<file path="src/rtl/alex_pkg.sv">
// Shared definitions for the Alex control-word serialiser: word layout,
// FSM state encoding and the field packing helper.
package alex_pkg;

  localparam int ALEX_WORD_W = 16;
  localparam int HPF_LSB     = 0;
  localparam int LPF_LSB     = 6;
  localparam int ATT_LSB     = 13;
  localparam int RXOUT_BIT   = 15;

  typedef enum logic [2:0] {
    ST_IDLE   = 3'd0,
    ST_LOW    = 3'd1,
    ST_HIGH   = 3'd2,
    ST_STROBE = 3'd3,
    ST_GAP    = 3'd4
  } alex_state_t;

  function automatic logic [ALEX_WORD_W-1:0] alexPackWord(
    input logic [5:0] hpf,
    input logic [6:0] lpf,
    input logic [1:0] att,
    input logic       rx
  );
    logic [ALEX_WORD_W-1:0] word;
    word                 = '0;
    word[HPF_LSB +: 6]   = hpf;
    word[LPF_LSB +: 7]   = lpf;
    word[ATT_LSB +: 2]   = att;
    word[RXOUT_BIT]      = rx;
    return word;
  endfunction

endpackage

</file>
<file path="src/rtl/alex_spi_tick.sv">
// Half-period timer: pulses o_tick on the last clock of every CLK_DIV-clock
// interval and restarts whenever the owning FSM changes state.
module alex_spi_tick #(
  parameter int CLK_DIV = 4
) (
  input  logic i_clock,
  input  logic i_reset_n,
  input  logic i_clear,
  output logic o_tick
);

  localparam int             CW   = (CLK_DIV > 1) ? $clog2(CLK_DIV) : 1;
  localparam logic [CW-1:0]  LAST = CW'(CLK_DIV - 1);

  logic [CW-1:0] r_cnt;

  always_ff @(posedge i_clock or negedge i_reset_n) begin
    if (!i_reset_n) begin
      r_cnt <= '0;
    end else if (i_clear || o_tick) begin
      r_cnt <= '0;
    end else begin
      r_cnt <= r_cnt + CW'(1);
    end
  end

  assign o_tick = (r_cnt == LAST);

endmodule

</file>
<file path="src/rtl/alex_spi_tx.sv">
// Alex board control-word serialiser: registers the band-decoder outputs and
// shifts the 16-bit word out over SPI_data/SPI_clock/SPI_load when it changes.
module alex_spi_tx
  import alex_pkg::*;
#(
  parameter int CLK_DIV = 4,
  parameter int REFRESH = 0
) (
  input  logic       clock,
  input  logic       reset_n,
  input  logic [5:0] HPF,
  input  logic [6:0] LPF,
  input  logic [1:0] atten,
  input  logic       rx_out,
  output logic       SPI_data,
  output logic       SPI_clock,
  output logic       SPI_load,
  output logic       busy
);

  localparam logic [31:0] REFRESH_LAST = (REFRESH > 0) ? 32'(REFRESH - 1) : 32'd0;

  logic [ALEX_WORD_W-1:0] r_word;
  logic [ALEX_WORD_W-1:0] r_lastSent;
  logic [ALEX_WORD_W-1:0] r_shreg;
  logic                   r_force;
  logic [4:0]             r_bitCnt;
  logic [31:0]            r_refreshCnt;
  alex_state_t            r_state;
  alex_state_t            w_stateNext;
  logic                   w_tick;
  logic                   w_clear;
  logic                   w_refreshDue;
  logic                   w_send;

  // Deliberately not reset, so the first post-reset frame carries live inputs.
  always_ff @(posedge clock) begin
    r_word <= alexPackWord(HPF, LPF, atten, rx_out);
  end

  assign w_refreshDue = (REFRESH != 0) && (r_refreshCnt == REFRESH_LAST);
  assign w_send       = r_force || (r_word != r_lastSent) || w_refreshDue;
  assign w_clear      = (w_stateNext != r_state);

  alex_spi_tick #(.CLK_DIV(CLK_DIV)) u_tick (
    .i_clock   (clock),
    .i_reset_n (reset_n),
    .i_clear   (w_clear),
    .o_tick    (w_tick)
  );

  always_ff @(posedge clock or negedge reset_n) begin
    if (!reset_n) begin
      r_state <= ST_IDLE;
    end else begin
      r_state <= w_stateNext;
    end
  end

  always_comb begin
    w_stateNext = r_state;
    case (r_state)
      ST_IDLE:   if (w_send) w_stateNext = ST_LOW;
      ST_LOW:    if (w_tick) w_stateNext = ST_HIGH;
      ST_HIGH:   if (w_tick) w_stateNext = (r_bitCnt == 5'd15) ? ST_STROBE : ST_LOW;
      ST_STROBE: if (w_tick) w_stateNext = ST_GAP;
      ST_GAP:    if (w_tick) w_stateNext = ST_IDLE;
      default:   w_stateNext = ST_IDLE;
    endcase
  end

  always_ff @(posedge clock or negedge reset_n) begin
    if (!reset_n) begin
      r_lastSent   <= '0;
      r_shreg      <= '0;
      r_force      <= 1'b1;
      r_bitCnt     <= '0;
      r_refreshCnt <= '0;
    end else begin
      case (r_state)
        ST_IDLE: begin
          if (w_send) begin
            r_shreg      <= r_word;
            r_lastSent   <= r_word;
            r_force      <= 1'b0;
            r_bitCnt     <= '0;
            r_refreshCnt <= '0;
          end else if (r_refreshCnt != REFRESH_LAST) begin
            r_refreshCnt <= r_refreshCnt + 32'd1;
          end
        end
        ST_HIGH: begin
          if (w_tick) begin
            r_shreg  <= {r_shreg[ALEX_WORD_W-2:0], 1'b0};
            r_bitCnt <= r_bitCnt + 5'd1;
          end
        end
        default: ;
      endcase
    end
  end

  // Pins decode only from registered state, so nothing from the inputs reaches them.
  always_comb begin
    SPI_clock = (r_state == ST_HIGH);
    SPI_data  = ((r_state == ST_LOW) || (r_state == ST_HIGH)) ? r_shreg[ALEX_WORD_W-1] : 1'b0;
    SPI_load  = (r_state == ST_STROBE);
    busy      = (r_state != ST_IDLE);
  end

endmodule
</file>
<file path="config.mk">
export PLATFORM = sky130hd
export DESIGN_NAME = alex_spi_tx
export DESIGN_NICKNAME = d
export VERILOG_FILES = /design/src/rtl/alex_pkg.sv /design/src/rtl/alex_spi_tick.sv /design/src/rtl/alex_spi_tx.sv
export SDC_FILE = /design/constraint.sdc
export NUM_CORES = 1
export LEC_CHECK = 0
export CELL_PAD_IN_SITES_DETAIL_PLACEMENT = 1
export CELL_PAD_IN_SITES_GLOBAL_PLACEMENT = 1
export CORE_AREA = 2 2 79 81
export DETAILED_ROUTE_END_ITERATION = 10
export DIE_AREA = 0 0 81 83
export PLACE_DENSITY = 0.8
export SKIP_CTS_REPAIR_TIMING = 1
export SLEW_MARGIN = 20
export SYNTH_ARGS = -nofsm -noshare
export SYNTH_HDL_FRONTEND = slang
export SYNTH_SLANG_ARGS = --single-unit
</file>
<file path="constraint.sdc">
create_clock -name clock -period 3.65 [get_ports clock]
set_clock_uncertainty 0.15 [all_clocks]
set_input_delay 0.365 -clock clock [delete_from_list [all_inputs] [get_ports clock]]
set_output_delay 0.365 -clock clock [all_outputs]
set_load 0.01 [all_outputs]
</file>
# Yosys cells after proc, flatten, opt, wreduce, memory -nomap -nowiden
# Index checks and enable logic that the tools add are counted.
# W data, S select, Z words.
[totals] inputBits=18 wordCells=42 ff_bits=59 output_inout_bits=4
[classes] reduce_logical=8 addsub=2 muxes=15 eq_ne=10
[ops] operator="$mux W16" n=2
[ops] operator="$pmux W16 S2" n=1
[ops] operator="$ne A16 B16 Y1" n=1
[ops] operator="$mux W3" n=5
[ops] operator="$pmux W3 S5" n=1
[ops] operator="$mux W5" n=2
[ops] operator="$pmux W5 S2" n=1
[ops] operator="$eq A3 B2 Y1 const B" n=2
[ops] operator="$add A5 B1 Y5 const B" n=1
[ops] operator="$eq A5 B4 Y1 const B" n=1
[ops] operator="$mux W2" n=2
[ops] operator="$eq A3 B1 Y1 const B" n=1
[ops] operator="$eq A3 B3 Y1 const B" n=1
[ops] operator="$logic_not A3 Y1" n=1
[ops] operator="$logic_or A1 B1 Y1" n=3
[ops] operator="$ne A3 B3 Y1" n=1
[ops] operator="$reduce_and A3 Y1" n=1
[ops] operator="$reduce_bool A3 Y1" n=1
[ops] operator="$add A2 B1 Y2 const B" n=1
[ops] operator="$eq A2 B2 Y1 const B" n=1
[ops] operator="$ne A2 B1 Y1 const B" n=1
[ops] operator="$ne A2 B2 Y1 const B" n=1
[ops] operator="$reduce_and A2 Y1" n=1
[ops] operator="$reduce_bool A2 Y1" n=1
[ops] operator="$mux W1" n=1

# Longest topological paths before layout
# Gate-level depths: netlist (run 1).
[logic_depth] ltp_word=7 mapped_depth=7 ltp_nobuf=7

# Hierarchy
# Synthesis (run 1) repeated with hierarchy kept, for this count alone.
[unflattened] hier_cells=217 area_unflattened_um2=2562.5
[modules_own_cells] module="alex_spi_tx" n_inst=1 cells_per_inst=212 area_each_um2=2477.4 seq_area_each_um2=1347.5
[modules_own_cells] module="alex_spi_tick" n_inst=1 cells_per_inst=5 area_each_um2=85.1 seq_area_each_um2=50.0

# Least setup slack after synthesis (run 1)
# No wires, ideal clock.
[synth_path] kind="reg-to-reg" from="reg r_lastSent[11]" to="reg r_lastSent[11]" stages_incl_launch_ff=7 t_arrival_ns=1.591 setup_ns=0.125 period_less_slack_ns=1.866 n_path_buf=1 slack_ns=1.784 required_time_ns=3.375 cell_sequence="dfrtp_1 xor2_1 nor4_2 and3_4 a21oi_4 buf_6 mux2_4"
[synth_via] elab_chain_len=3
[synth_rtl] element="from (decl)" line_no="alex_spi_tx.sv:24" rtl="logic [ALEX_WORD_W-1:0] r_lastSent;"
[synth_rtl] element="from (signal assigned)" line_no="alex_spi_tx.sv:84" rtl="r_lastSent <= r_word;"
[synth_rtl] element="$ne A16 B16 Y1" line_no="alex_spi_tx.sv:42" rtl="assign w_send = r_force || (r_word != r_lastSent) || w_refreshDue;"
[synth_rtl] element="$logic_or A1 B1 Y1" line_no="alex_spi_tx.sv:42"
[synth_rtl] element="$reduce_and A2 Y1 (no line)"
# Every way passes these cells.
# A chain may end at the register's enable or synchronous reset.

# Final worst setup path (run 1)
[layout_path] from="reg r_state[0]" to="out busy"
[layout_via] elab_chain_len=1
[layout_rtl] element="from (decl)" line_no="alex_spi_tx.sv:29" rtl="alex_state_t r_state;"
[layout_rtl] element="from (signal assigned)" line_no="alex_spi_tx.sv:56" rtl="r_state <= w_stateNext;"
[layout_rtl] element="$reduce_bool A3 Y1" line_no="alex_spi_tx.sv:108" rtl="busy = (r_state != ST_IDLE);"
[layout_rtl] element="to (decl)" line_no="alex_spi_tx.sv:18" rtl="output logic busy"
# Every way passes these cells.

==> summary.log, run 1 <==
INFO  run_status     status=finished clean
INFO  final_layout   fill_cells=655
INFO  route          dr.first_iter.drc_count=114
INFO  route          vias=2029
INFO  route          routed_vias_inst=5.64
INFO  die            die_area=6720squm
INFO  logic_synthesis synth-warning-count=0
INFO  setup_path     rr_startpoint=r_state[0]
INFO  timing         fin_crit_sh=72.7%
INFO  placement      count_of_buffers_from_port_buffering=21
INFO  pwr            power_leakage=1.35nW
INFO  die            die_w=81um
INFO  clock_tree     worst_skew_pair.late_latency=0.34ns
INFO  logic_synthesis synth.area.top_cells=sky130_fd_sc_hd__dfrtp_1 38%, sky130_fd_sc_hd__dfxtp_1 11%, sky130_fd_sc_hd__xor2_1 5.6%
INFO  logic_synthesis unique_masters_post_synth=48
INFO  timing         period_needed=2.65ns
INFO  timing         summed_negative_setup_slack_over_all_endpoints=0ns
INFO  final_layout   area_growth_syn_to_layout=16.9%
INFO  setup_path     setup.worst_path.start_class=flip-flop
INFO  setup_path     critPathCaptureType=output pin
INFO  pwr            vdd_ir_drop_max=399uV
INFO  logic_synthesis yosys_register_bits=59
INFO  logic_synthesis post-synth-top-area-cell=sky130_fd_sc_hd__dfrtp_1
INFO  timing         relSlewSlack=33.1%
INFO  route          antenna_left=0
INFO  final_layout   nNetsFinal=302
INFO  clock_tree     cts_buffer_depth=2
INFO  min_path       worstHoldPathType=input port to asynchronous set/reset pin
INFO  logic_synthesis syn_avg_cell_area=10.6squm
INFO  grt            grt_first_pass_wirelength=10800um
INFO  timing         setup-violations-final=0
INFO  grt            globalRouteTotalUtil=21.6%
INFO  flow_run       max_cap_viol_count=0
INFO  timing         maxSlewViolCount=0
INFO  placement      dp_slack=1.28ns
INFO  setup_path     crit_arrival=2.14ns
INFO  setup_path     critical_path_class=flip-flop to output pin
INFO  clock_tree     clock_tree.root_cell=sky130_fd_sc_hd__clkbuf_8
INFO  final_layout   fin_util=56.2%
INFO  route          wl=6560um
INFO  clock_tree     path_clk_slew=0.07ns
INFO  die            die_y=83um
INFO  timing         achievable-frequency=0.377GHz
INFO  setup_path     reg2reg_setup_slack=1.25ns
INFO  placement      post_detailed_placement_half_perimeter_wirelength=4470um
INFO  logic_synthesis synth_commonest_cells=42 x sky130_fd_sc_hd__dfrtp_1, 22 x sky130_fd_sc_hd__nand2_1, 22 x sky130_fd_sc_hd__nor2_1
INFO  route          route.detailed.drc=0
INFO  logic_synthesis async_flop_share=72.9%
INFO  grt            first_global_vias=2159
INFO  final_layout   diode_count=0
INFO  grt            gr-total-overflow=0
INFO  clock_tree     clock_sink_count=59
INFO  timing         rsz0062_at_grt=false
INFO  logic_synthesis yosysTopAreaCellShare=37.6%
INFO  grt            initial_antenna_violation_count=0
INFO  timing         hold_viol=0
INFO  clock_tree     cts_inserted_buffers=9
INFO  timing         timing.hold.ws=0.0380ns
INFO  logic_synthesis mapped_area=2800squm
INFO  placement      final_estimated_routing_congestion_in_global_placement=0.810
INFO  timing         final.setup.worst_slack=0.998ns
INFO  die            floorplan.io_pins=22
INFO  route          drt-pass1-iter-count=4
INFO  logic_synthesis syn_nets=284
INFO  die            start_util=48.1%
INFO  setup_path     crit_path_max_fanout=26
INFO  final_layout   layout_cell_share_with_drive_strength_beyond_1=17.5%
INFO  grt            pin_count_of_the_biggest_net_entering_global_routing=44
INFO  clock_tree     cts_max_level=3
INFO  logic_synthesis synthCells=263
INFO  pwr            power_per_standard_cell_area=867nW/um^2
INFO  logic_synthesis synthFlopType=sky130_fd_sc_hd__dfrtp_1
INFO  timing         timing_worst_slew_pin_value=1.00ns
INFO  die            placementRows=28
INFO  die            fp.coreArea=5820squm
INFO  clock_tree     tritoncts=built
INFO  setup_path     worstPathRequired=3.13ns
INFO  logic_synthesis synth_edf_count=0
INFO  route          drt-wirelength-per-cell=18.2um
INFO  logic_synthesis synth_sequential_area_ratio=50.0%
INFO  setup_path     critPathLaunch=r_state[0]
INFO  logic_synthesis most_frequent_cell_after_synthesis=sky130_fd_sc_hd__dfrtp_1
-- where the power goes --
part	internal [mW]	switching, mW
sequential	0.880	0.237
combinational	0.496	0.516
clock	0.446	0.256
-- path summary, 6_finish.rpt --
kind / end / depth (start not counted)
setup / recovery: busy / 3
min in group clock: r_word[7] / 1
setup reg to reg: r_lastSent[5] / 4
max in group asynchronous: r_shreg[5] / 1
hold / removal: r_state[2] / 1
hold reg to reg: u_tick.r_cnt[0] / 1
-- area by class of cell --
cell class	instances	area [sq um]	area share [%]
Clock buffer	9	124	3.79
Clock inverter	6	105	3.22
Inverter	5	18.8	0.574
Multi-Input combinational cell	182	1300	39.8
Sequential cell	59	1400	42.8
Tap cell	75	93.8	2.87
Timing Repair Buffer	24	228	6.97
-- through the flow --
step,area [sq um],total power [mW],std cells
finish,3270,2.83,360
global route,3270,3.02,360
floorplan,2800,1.86,263
CTS,3270,2.86,360
global placement,3040,2.08,345
detailed placement,3040,2.14,345
-- logic make-up (layout without fill, tap and decap cells) --
kind of cell             Yosys count  count (layout)  synth area share [%]
multiplexers                      10              10                  4.97
AND/OR/NAND/NOR                   84              84                  15.7
buffers and inverters             22              44                  3.49
AO/OA/AOI/OAI                     66              66                  18.6
XOR/XNOR                          19              19                  5.95
adder cells (fa/ha/maj)            3               3                  1.34
flip-flops                        59              59                  50.0
-- state kept, by name, summed over array words and instances, names as in the netlist --
signal,count
r_bitCnt,5
r_force,1
r_lastSent,16
r_shreg,16
r_state,3
r_word,16
u_tick.r_cnt,2
-- placed cells by master (no fill, tap or decap), types with 2 or more instances in the layout --
master,instances
sky130_fd_sc_hd__dfrtp_1,42
sky130_fd_sc_hd__nor2_1,22
sky130_fd_sc_hd__nand2_1,22
sky130_fd_sc_hd__clkdlybuf4s50_1,20
sky130_fd_sc_hd__xor2_1,18
sky130_fd_sc_hd__nor3_1,17
sky130_fd_sc_hd__dfxtp_1,16
sky130_fd_sc_hd__o22ai_1,15
sky130_fd_sc_hd__o2bb2ai_1,15
sky130_fd_sc_hd__a211oi_1,9
sky130_fd_sc_hd__clkbuf_8,9
sky130_fd_sc_hd__mux2_4,7
sky130_fd_sc_hd__o21ai_0,6
sky130_fd_sc_hd__a211oi_2,6
sky130_fd_sc_hd__inv_1,4
sky130_fd_sc_hd__a21oi_1,4
sky130_fd_sc_hd__nor4_2,3
sky130_fd_sc_hd__nand3_1,3
sky130_fd_sc_hd__mux2_2,3
sky130_fd_sc_hd__ha_1,3
sky130_fd_sc_hd__bufinv_16,3
sky130_fd_sc_hd__clkinv_2,3
sky130_fd_sc_hd__buf_4,3
sky130_fd_sc_hd__nand2b_1,2
sky130_fd_sc_hd__o21a_1,2
sky130_fd_sc_hd__and3_1,2
sky130_fd_sc_hd__a22oi_1,2
sky130_fd_sc_hd__o31ai_2,2
-- critical path, stage by stage, from the launching register on --
cell	delay [ns]
sky130_fd_sc_hd__dfrtp_1	0.62
sky130_fd_sc_hd__nor3_4	0.13
sky130_fd_sc_hd__inv_2	0.39
sky130_fd_sc_hd__clkdlybuf4s50_1	0.64
-- routing by layer --
layer	track usage [%]	wire (um)	up-vias
met5	0	0	-
met4	10.3	159	0
met3	3.91	138	12
met2	35.8	3350	30
met1	26.8	2910	1006
li1	-	-	981
(Power assumes the default switching activity.)
==> run 2, diff against run 1 <==
--- a/config.mk
+++ b/config.mk
@@ -7,10 +7,10 @@
 export LEC_CHECK = 0
 export CELL_PAD_IN_SITES_DETAIL_PLACEMENT = 1
 export CELL_PAD_IN_SITES_GLOBAL_PLACEMENT = 1
-export CORE_AREA = 2 2 79 81
+export CORE_AREA = 2 2 81 83
 export DETAILED_ROUTE_END_ITERATION = 10
-export DIE_AREA = 0 0 81 83
-export PLACE_DENSITY = 0.8
+export DIE_AREA = 0 0 83 85
+export PLACE_DENSITY = 0.76
 export SKIP_CTS_REPAIR_TIMING = 1
 export SLEW_MARGIN = 20
 export SYNTH_ARGS = -nofsm -noshare
==> constraint.sdc (replaced) <==
create_clock -name clock -period 2.5 [get_ports clock]
set_clock_uncertainty 0.15 [all_clocks]
set_input_delay 0.25 -clock clock [delete_from_list [all_inputs] [get_ports clock]]
set_output_delay 0.25 -clock clock [all_outputs]
set_load 0.01 [all_outputs]
==> run 2 against run 1 <==
  * Largest power group unchanged
  * Final cell count increased by 2.5%
  * Die area grew 4.9%
  * Sequential power rose by 45%
  * Sequential share of layout area decreased by 0.098 points
  * Non-clock buffer count is 7 higher
  * Global-route usage fell by 1.3 points
  * Clock power rose by 15%
  * Flip-flop and latch count unchanged
  * Setup slack got worse by 0.80 ns
  * Via count up 4.8%
  * Combinational power grew 51%
  * Largest cell class unchanged
==> summary.log, run 2 (synthesis gave the netlist of run 1 again) <==
INFO  run_status     status=finished clean
INFO  final_layout   post-route-cell-area=3270squm
INFO  route          antenna_left=0
INFO  die            die_w=83um
INFO  route          drt-wirelength-per-cell=17.9um
INFO  die            placementRows=29
INFO  min_path       whs_path_depth=1
INFO  timing         period_needed=2.30ns
INFO  grt            global_route.peak_usage_layer=met2
INFO  setup_path     setup.worst_path.start_class=flip-flop
INFO  setup_path     critical_path_class=flip-flop to output pin
INFO  timing         relSlewSlack=61.4%
INFO  grt            grt_first_pass_wirelength=11100um
INFO  timing         fin_crit_sh=91.9%
INFO  route          drt-pass1-iter-count=5
INFO  timing         setup-violations-final=0
INFO  setup_path     rr_endpoint=r_shreg[10]
INFO  die            die_y=85um
INFO  timing         timing_worst_slew_pin_value=0.577ns
INFO  grt            pin_count_of_the_biggest_net_entering_global_routing=44
INFO  grt            initial_antenna_violation_count=0
INFO  clock_tree     cts_max_level=3
INFO  die            fp.coreArea=6200squm
INFO  route          wl=6600um
INFO  pwr            power_per_standard_cell_area=1210nW/um^2
INFO  clock_tree     cts_inserted_buffers=9
INFO  route          dr.first_iter.drc_count=115
INFO  timing         achievable-frequency=0.435GHz
INFO  setup_path     reg2reg_setup_slack=0.38ns
INFO  setup_path     worstPathRequired=2.10ns
INFO  setup_path     timing.critical_path.max_delay_family=buffers and inverters
INFO  placement      count_of_buffers_from_port_buffering=21
INFO  final_layout   registers_with_the_most_flip_flops=r_lastSent x16, r_shreg x16, r_word x16
INFO  setup_path     critPathCaptureType=output pin
INFO  grt            globalRouteTotalUtil=20.4%
INFO  placement      placed_area=3090squm
INFO  timing         rsz0062_at_grt=false
INFO  min_path       worstHoldPathType=input port to flip-flop
INFO  die            die_area=7060squm
INFO  route          route.detailed.drc=0
INFO  setup_path     slowest_delay=0.54ns
INFO  final_layout   area_growth_syn_to_layout=17.1%
INFO  die            floorplan.io_pins=22
INFO  timing         maxSlewViolCount=0
INFO  clock_tree     clock_sink_count=59
INFO  die            start_util=45.0%
INFO  grt            grt.met3_usage=6.52%
INFO  min_path       hold_end=r_word[4]
INFO  setup_path     rr_startpoint=u_tick.r_cnt[0]
INFO  setup_path     path_buf_inv=2
INFO  clock_tree     cts_buffer_depth=2
INFO  pwr            power_leakage=1.36nW
INFO  clock_tree     path_clk_slew=0.07ns
INFO  clock_tree     tritoncts=built
INFO  setup_path     slowest_stage_cell_cp=sky130_fd_sc_hd__clkdlybuf4s50_1
INFO  final_layout   finish.cell_count_without_fillers=369
INFO  grt            grt.met1_usage=27.2%
INFO  route          vias=2126
INFO  final_layout   layout_commonest_cell=sky130_fd_sc_hd__dfrtp_1
INFO  clock_tree     clock_tree.root_cell=sky130_fd_sc_hd__clkbuf_8
INFO  min_path       hp-start=HPF[4]
INFO  final_layout   most-common-layout-cells=42 x sky130_fd_sc_hd__dfrtp_1, 22 x sky130_fd_sc_hd__nor2_1, 22 x sky130_fd_sc_hd__nand2_1, 20 x sky130_fd_sc_hd__clkdlybuf4s50_1, 18 x sky130_fd_sc_hd__xor2_1
INFO  placement      post_detailed_placement_half_perimeter_wirelength=4220um
INFO  setup_path     crit_arrival=1.90ns
INFO  setup_path     critical_path.cell_chain=buf_4 > nand2b_1 > nor2_1 > clkdlybuf4s50_1
INFO  placement      placed_cells_incl_taps=353
INFO  setup_path     crit_path_max_fanout=27
INFO  route          routed_vias_inst=5.76
INFO  flow_run       max_cap_viol_count=0
INFO  grt            gr-usage-met2=32.0%
INFO  clock_tree     worst_skew_pair.late_latency=0.33ns
INFO  timing         hold_viol=0
INFO  setup_path     worstRegToRegCells=6
INFO  final_layout   diode_count=0
INFO  timing         summed_negative_setup_slack_over_all_endpoints=0ns
INFO  final_layout   layout_cell_share_with_drive_strength_beyond_1=18.8%
INFO  grt            gr-total-overflow=0
INFO  placement      final_estimated_routing_congestion_in_global_placement=0.750
INFO  final_layout   nNetsFinal=309
INFO  pwr            vdd_ir_drop_max=508uV
INFO  grt            first_global_vias=2169
run 2: layout make-up:
cell class | instances | area (sq um)
Clock inverter | 2 | 10.0
Clock buffer | 13 | 169
Inverter | 5 | 18.8
Timing Repair Buffer | 31 | 283
Fill cell | 683 | 2930
Multi-Input combinational cell | 182 | 1300
Sequential cell | 59 | 1400
Tap cell | 77 | 96.3
run 2: how the worst max path moves through the flow:
stage,slack [ns],endpoint,cells past startpoint,start
after floorplan,0.63,r_lastSent[11],6,r_lastSent[11]
after global placement,0.46,r_lastSent[12],5,r_lastSent[11]
after detailed placement,0.43,r_lastSent[2],5,r_lastSent[10]
after CTS,0.19,SPI_load,4,r_state[1]
after global routing,0.09,SPI_clock,4,r_state[1]
final,0.20,SPI_load,4,r_state[1]
run 2: power by group:
part           internal (mW)  switching (mW)
registers               1.29           0.335
logic                  0.752           0.779
clock network          0.433           0.375
run 2: per-stage QoR:
step	worst slack [ns]	util [%]	hold WS (ns)	power, mW
after global routing	0.0909	52.8	0.186	4.24
after floorplan	0.634	-	-0.196	2.71
after detailed placement	0.427	49.7	0.222	3.14
after global placement	0.457	49.7	0.222	3.08
final	0.202	52.8	0.202	3.96
after CTS	0.194	52.6	-0.133	3.98
run 2: worst reg2reg max path, cell delays in order (launching register included):
cell	delay (ns)
sky130_fd_sc_hd__dfrtp_1	0.39
sky130_fd_sc_hd__ha_1	0.39
sky130_fd_sc_hd__buf_4	0.22
sky130_fd_sc_hd__nand2_1	0.34
sky130_fd_sc_hd__o22ai_1	0.30
sky130_fd_sc_hd__o2bb2ai_1	0.17
sky130_fd_sc_hd__a211oi_2	0.05
run 2: routing by layer:
layer	up-vias	part of all wire [%]
met5	-	0
met4	0	1.0
met2	43	48
met1	1074	46
met3	7	4.2
li1	1002	-
==> run 3, diff against run 2 <==
--- a/config.mk
+++ b/config.mk
@@ -7,10 +7,11 @@
 export LEC_CHECK = 0
 export CELL_PAD_IN_SITES_DETAIL_PLACEMENT = 1
 export CELL_PAD_IN_SITES_GLOBAL_PLACEMENT = 1
-export CORE_AREA = 2 2 81 83
+export CORE_AREA = 2 2 80 82
+export CTS_BUF_LIST = sky130_fd_sc_hd__clkbuf_4 sky130_fd_sc_hd__clkbuf_8
 export DETAILED_ROUTE_END_ITERATION = 10
-export DIE_AREA = 0 0 83 85
-export PLACE_DENSITY = 0.76
+export DIE_AREA = 0 0 82 84
+export PLACE_DENSITY = 0.78
 export SKIP_CTS_REPAIR_TIMING = 1
 export SLEW_MARGIN = 20
 export SYNTH_ARGS = -nofsm -noshare
==> run 3 against run 2 <==
  * Count of clock-buffer cells in the layout fell by 2
  * Flip-flop and latch count did not move
  * Via count barely moved
  * Critical path depth fell by 1
  * Wire length rose by 1.2%
  * Sequential share of layout area fell by 0.34 points
  * Global-route usage rose by 1.5 points
  * Setup slack improved by 0.069 ns
  * Utilization rose by 1.4 points
  * Die area fell by 2.4%
  * Sequential power barely moved
  * Non-clock buffer count rose by 1
  * Critical path type unchanged
==> summary.log, run 3 (synthesis gave the netlist of run 1 again) <==
INFO  clock_tree     tritoncts=built
INFO  die            die_area=6890squm
INFO  final_layout   registers_with_the_most_flip_flops=r_lastSent x16, r_shreg x16, r_word x16
INFO  setup_path     critical_path_class=flip-flop to output pin
INFO  final_layout   area_growth_syn_to_layout=18.1%
INFO  route          vias=2125
INFO  timing         relSlewSlack=59.0%
INFO  timing         fin_crit_sh=89.1%
INFO  clock_tree     cts_inserted_buffers=9
INFO  timing         timing_worst_slew_pin_value=0.613ns
INFO  pwr            p_switching=1.49mW
INFO  pwr            power_per_standard_cell_area=1220nW/um^2
INFO  placement      placed_cells_incl_taps=354
INFO  pwr            pwr-share-clk=21.5%
INFO  placement      count_of_buffers_from_port_buffering=21
INFO  placement      placed_area=3090squm
INFO  timing         summed_negative_setup_slack_over_all_endpoints=0ns
INFO  placement      final_estimated_routing_congestion_in_global_placement=0.727
INFO  clock_tree     clock_sink_count=59
INFO  timing         rsz0062_at_grt=false
INFO  setup_path     reg2reg_setup_slack=0.38ns
INFO  clock_tree     cts_max_level=3
INFO  route          drt-pass1-iter-count=4
INFO  setup_path     crit_path_max_fanout=10
INFO  die            start_util=45.9%
INFO  grt            initial_antenna_violation_count=0
INFO  route          route.detailed.drc=0
INFO  flow_run       max_cap_viol_count=0
INFO  route          antenna_left=0
INFO  pwr            switching_share=37.1%
INFO  pwr            cellInternalPower=2.53mW
INFO  grt            gr-total-overflow=0
INFO  clock_tree     cts_buffer_depth=2
INFO  grt            globalRouteTotalUtil=21.9%
INFO  final_layout   finish.cell_count_without_fillers=371
INFO  setup_path     setup.worst_path.start_class=flip-flop
INFO  pwr            p_seq_share=40.6%
INFO  timing         timing.hold.ws=0.202ns
INFO  clock_tree     clock_tree.root_cell=sky130_fd_sc_hd__clkbuf_8
INFO  grt            pin_count_of_the_biggest_net_entering_global_routing=30
INFO  timing         period_needed=2.23ns
INFO  grt            first_global_vias=2250
INFO  pwr            vdd_ir_drop_max=613uV
INFO  timing         maxSlewViolCount=0
INFO  die            fp.coreArea=6100squm
INFO  clock_tree     path_clk_slew=0.07ns
INFO  final_layout   most-common-layout-cells=42 x sky130_fd_sc_hd__dfrtp_1, 22 x sky130_fd_sc_hd__nor2_1, 22 x sky130_fd_sc_hd__nand2_1, 20 x sky130_fd_sc_hd__clkdlybuf4s50_1, 18 x sky130_fd_sc_hd__xor2_1
INFO  die            floorplan.io_pins=22
INFO  grt            grt_first_pass_wirelength=11300um
INFO  placement      post_detailed_placement_half_perimeter_wirelength=4630um
INFO  route          drt-wirelength-per-cell=18.0um
INFO  run_status     status=finished clean
INFO  final_layout   nNetsFinal=310
INFO  timing         setup-violations-final=0
INFO  die            die_w=82um
INFO  die            placementRows=29
INFO  pwr            power_leakage=1.37nW
INFO  clock_tree     worst_skew_pair.late_latency=0.34ns
INFO  setup_path     worstPathRequired=2.10ns
INFO  route          dr.first_iter.drc_count=59
INFO  final_layout   diode_count=0
INFO  final_layout   layout_cell_share_with_drive_strength_beyond_1=19.7%
INFO  route          wl=6680um
INFO  final_layout   layout_commonest_cell=sky130_fd_sc_hd__dfrtp_1
INFO  timing         achievable-frequency=0.449GHz
INFO  min_path       worstHoldPathType=input port to asynchronous set/reset pin
INFO  route          routed_vias_inst=5.73
INFO  setup_path     critPathCaptureType=output pin
INFO  setup_path     crit_arrival=1.83ns
INFO  pwr            share_comb_of_total_power=37.9%
INFO  final_layout   post-route-cell-area=3300squm
INFO  timing         hold_viol=0
INFO  die            die_y=84um
## run 3: cell types whose count changed in the layout (fill, tap and decap cells not counted)
cell                         delta
sky130_fd_sc_hd__clkbuf_8       -2
sky130_fd_sc_hd__buf_4          +1
sky130_fd_sc_hd__bufinv_16      +1
sky130_fd_sc_hd__clkbuf_1       -1
sky130_fd_sc_hd__clkbuf_4       +1
sky130_fd_sc_hd__clkinv_2       +1
sky130_fd_sc_hd__clkinvlp_4     +1
## run 3: area by class of cell
type	instances	area, sq um
flip-flops and latches	59	1400
inverters	5	18.8
multi-input cells	182	1300
well taps	77	96.3
clock buffers	11	145
clock inverters	5	52.6
fillers	687	2800
repair buffers	32	290
## run 3: metal layers
metal | track usage [%] | up-vias | wire, um
li1 | - | 1002 | -
met1 | 27.1 | 1053 | 2930
met2 | 36.7 | 55 | 3410
met3 | 4.98 | 15 | 228
met4 | 8.03 | 0 | 110
met5 | 0 | - | 0
## run 3: final timing paths
path	end	start	cells past startpoint
worst max-delay path	busy	r_state[1]	3
max in group asynchronous	r_force	reset_n	3
worst min-delay path	r_bitCnt[4]	reset_n	2
worst min register to register	u_tick.r_cnt[0]	u_tick.r_cnt[0]	1
worst max register to register	r_lastSent[6]	r_lastSent[14]	5
min in group clock	r_word[11]	LPF[5]	1
## run 3: power by group through the flow
stage,combinational [mW],sequential [mW],clock [mW]
finish,1.52,1.63,0.865
detailed placement,1.53,1.64,0
CTS,1.55,1.63,0.889
floorplan,1.20,1.51,0
global placement,1.47,1.62,0
global route,1.69,1.68,0.923
## run 3: worst max-delay path, cell delays in order (launching register included)
cell and delay, ns:
sky130_fd_sc_hd__dfrtp_1 0.61, sky130_fd_sc_hd__nor3_4 0.09, sky130_fd_sc_hd__inv_2 0.16, sky130_fd_sc_hd__clkdlybuf4s50_1 0.63
## run 3: per-stage QoR
stage | total power, mW | setup WS (ns) | util [%]
detailed placement | 3.17 | 0.361 | 50.7
global route | 4.29 | 0.180 | 54.1
global placement | 3.09 | 0.414 | 50.7
finish | 4.02 | 0.272 | 54.1
CTS | 4.07 | 0.226 | 54.0
floorplan | 2.71 | 0.634 | -
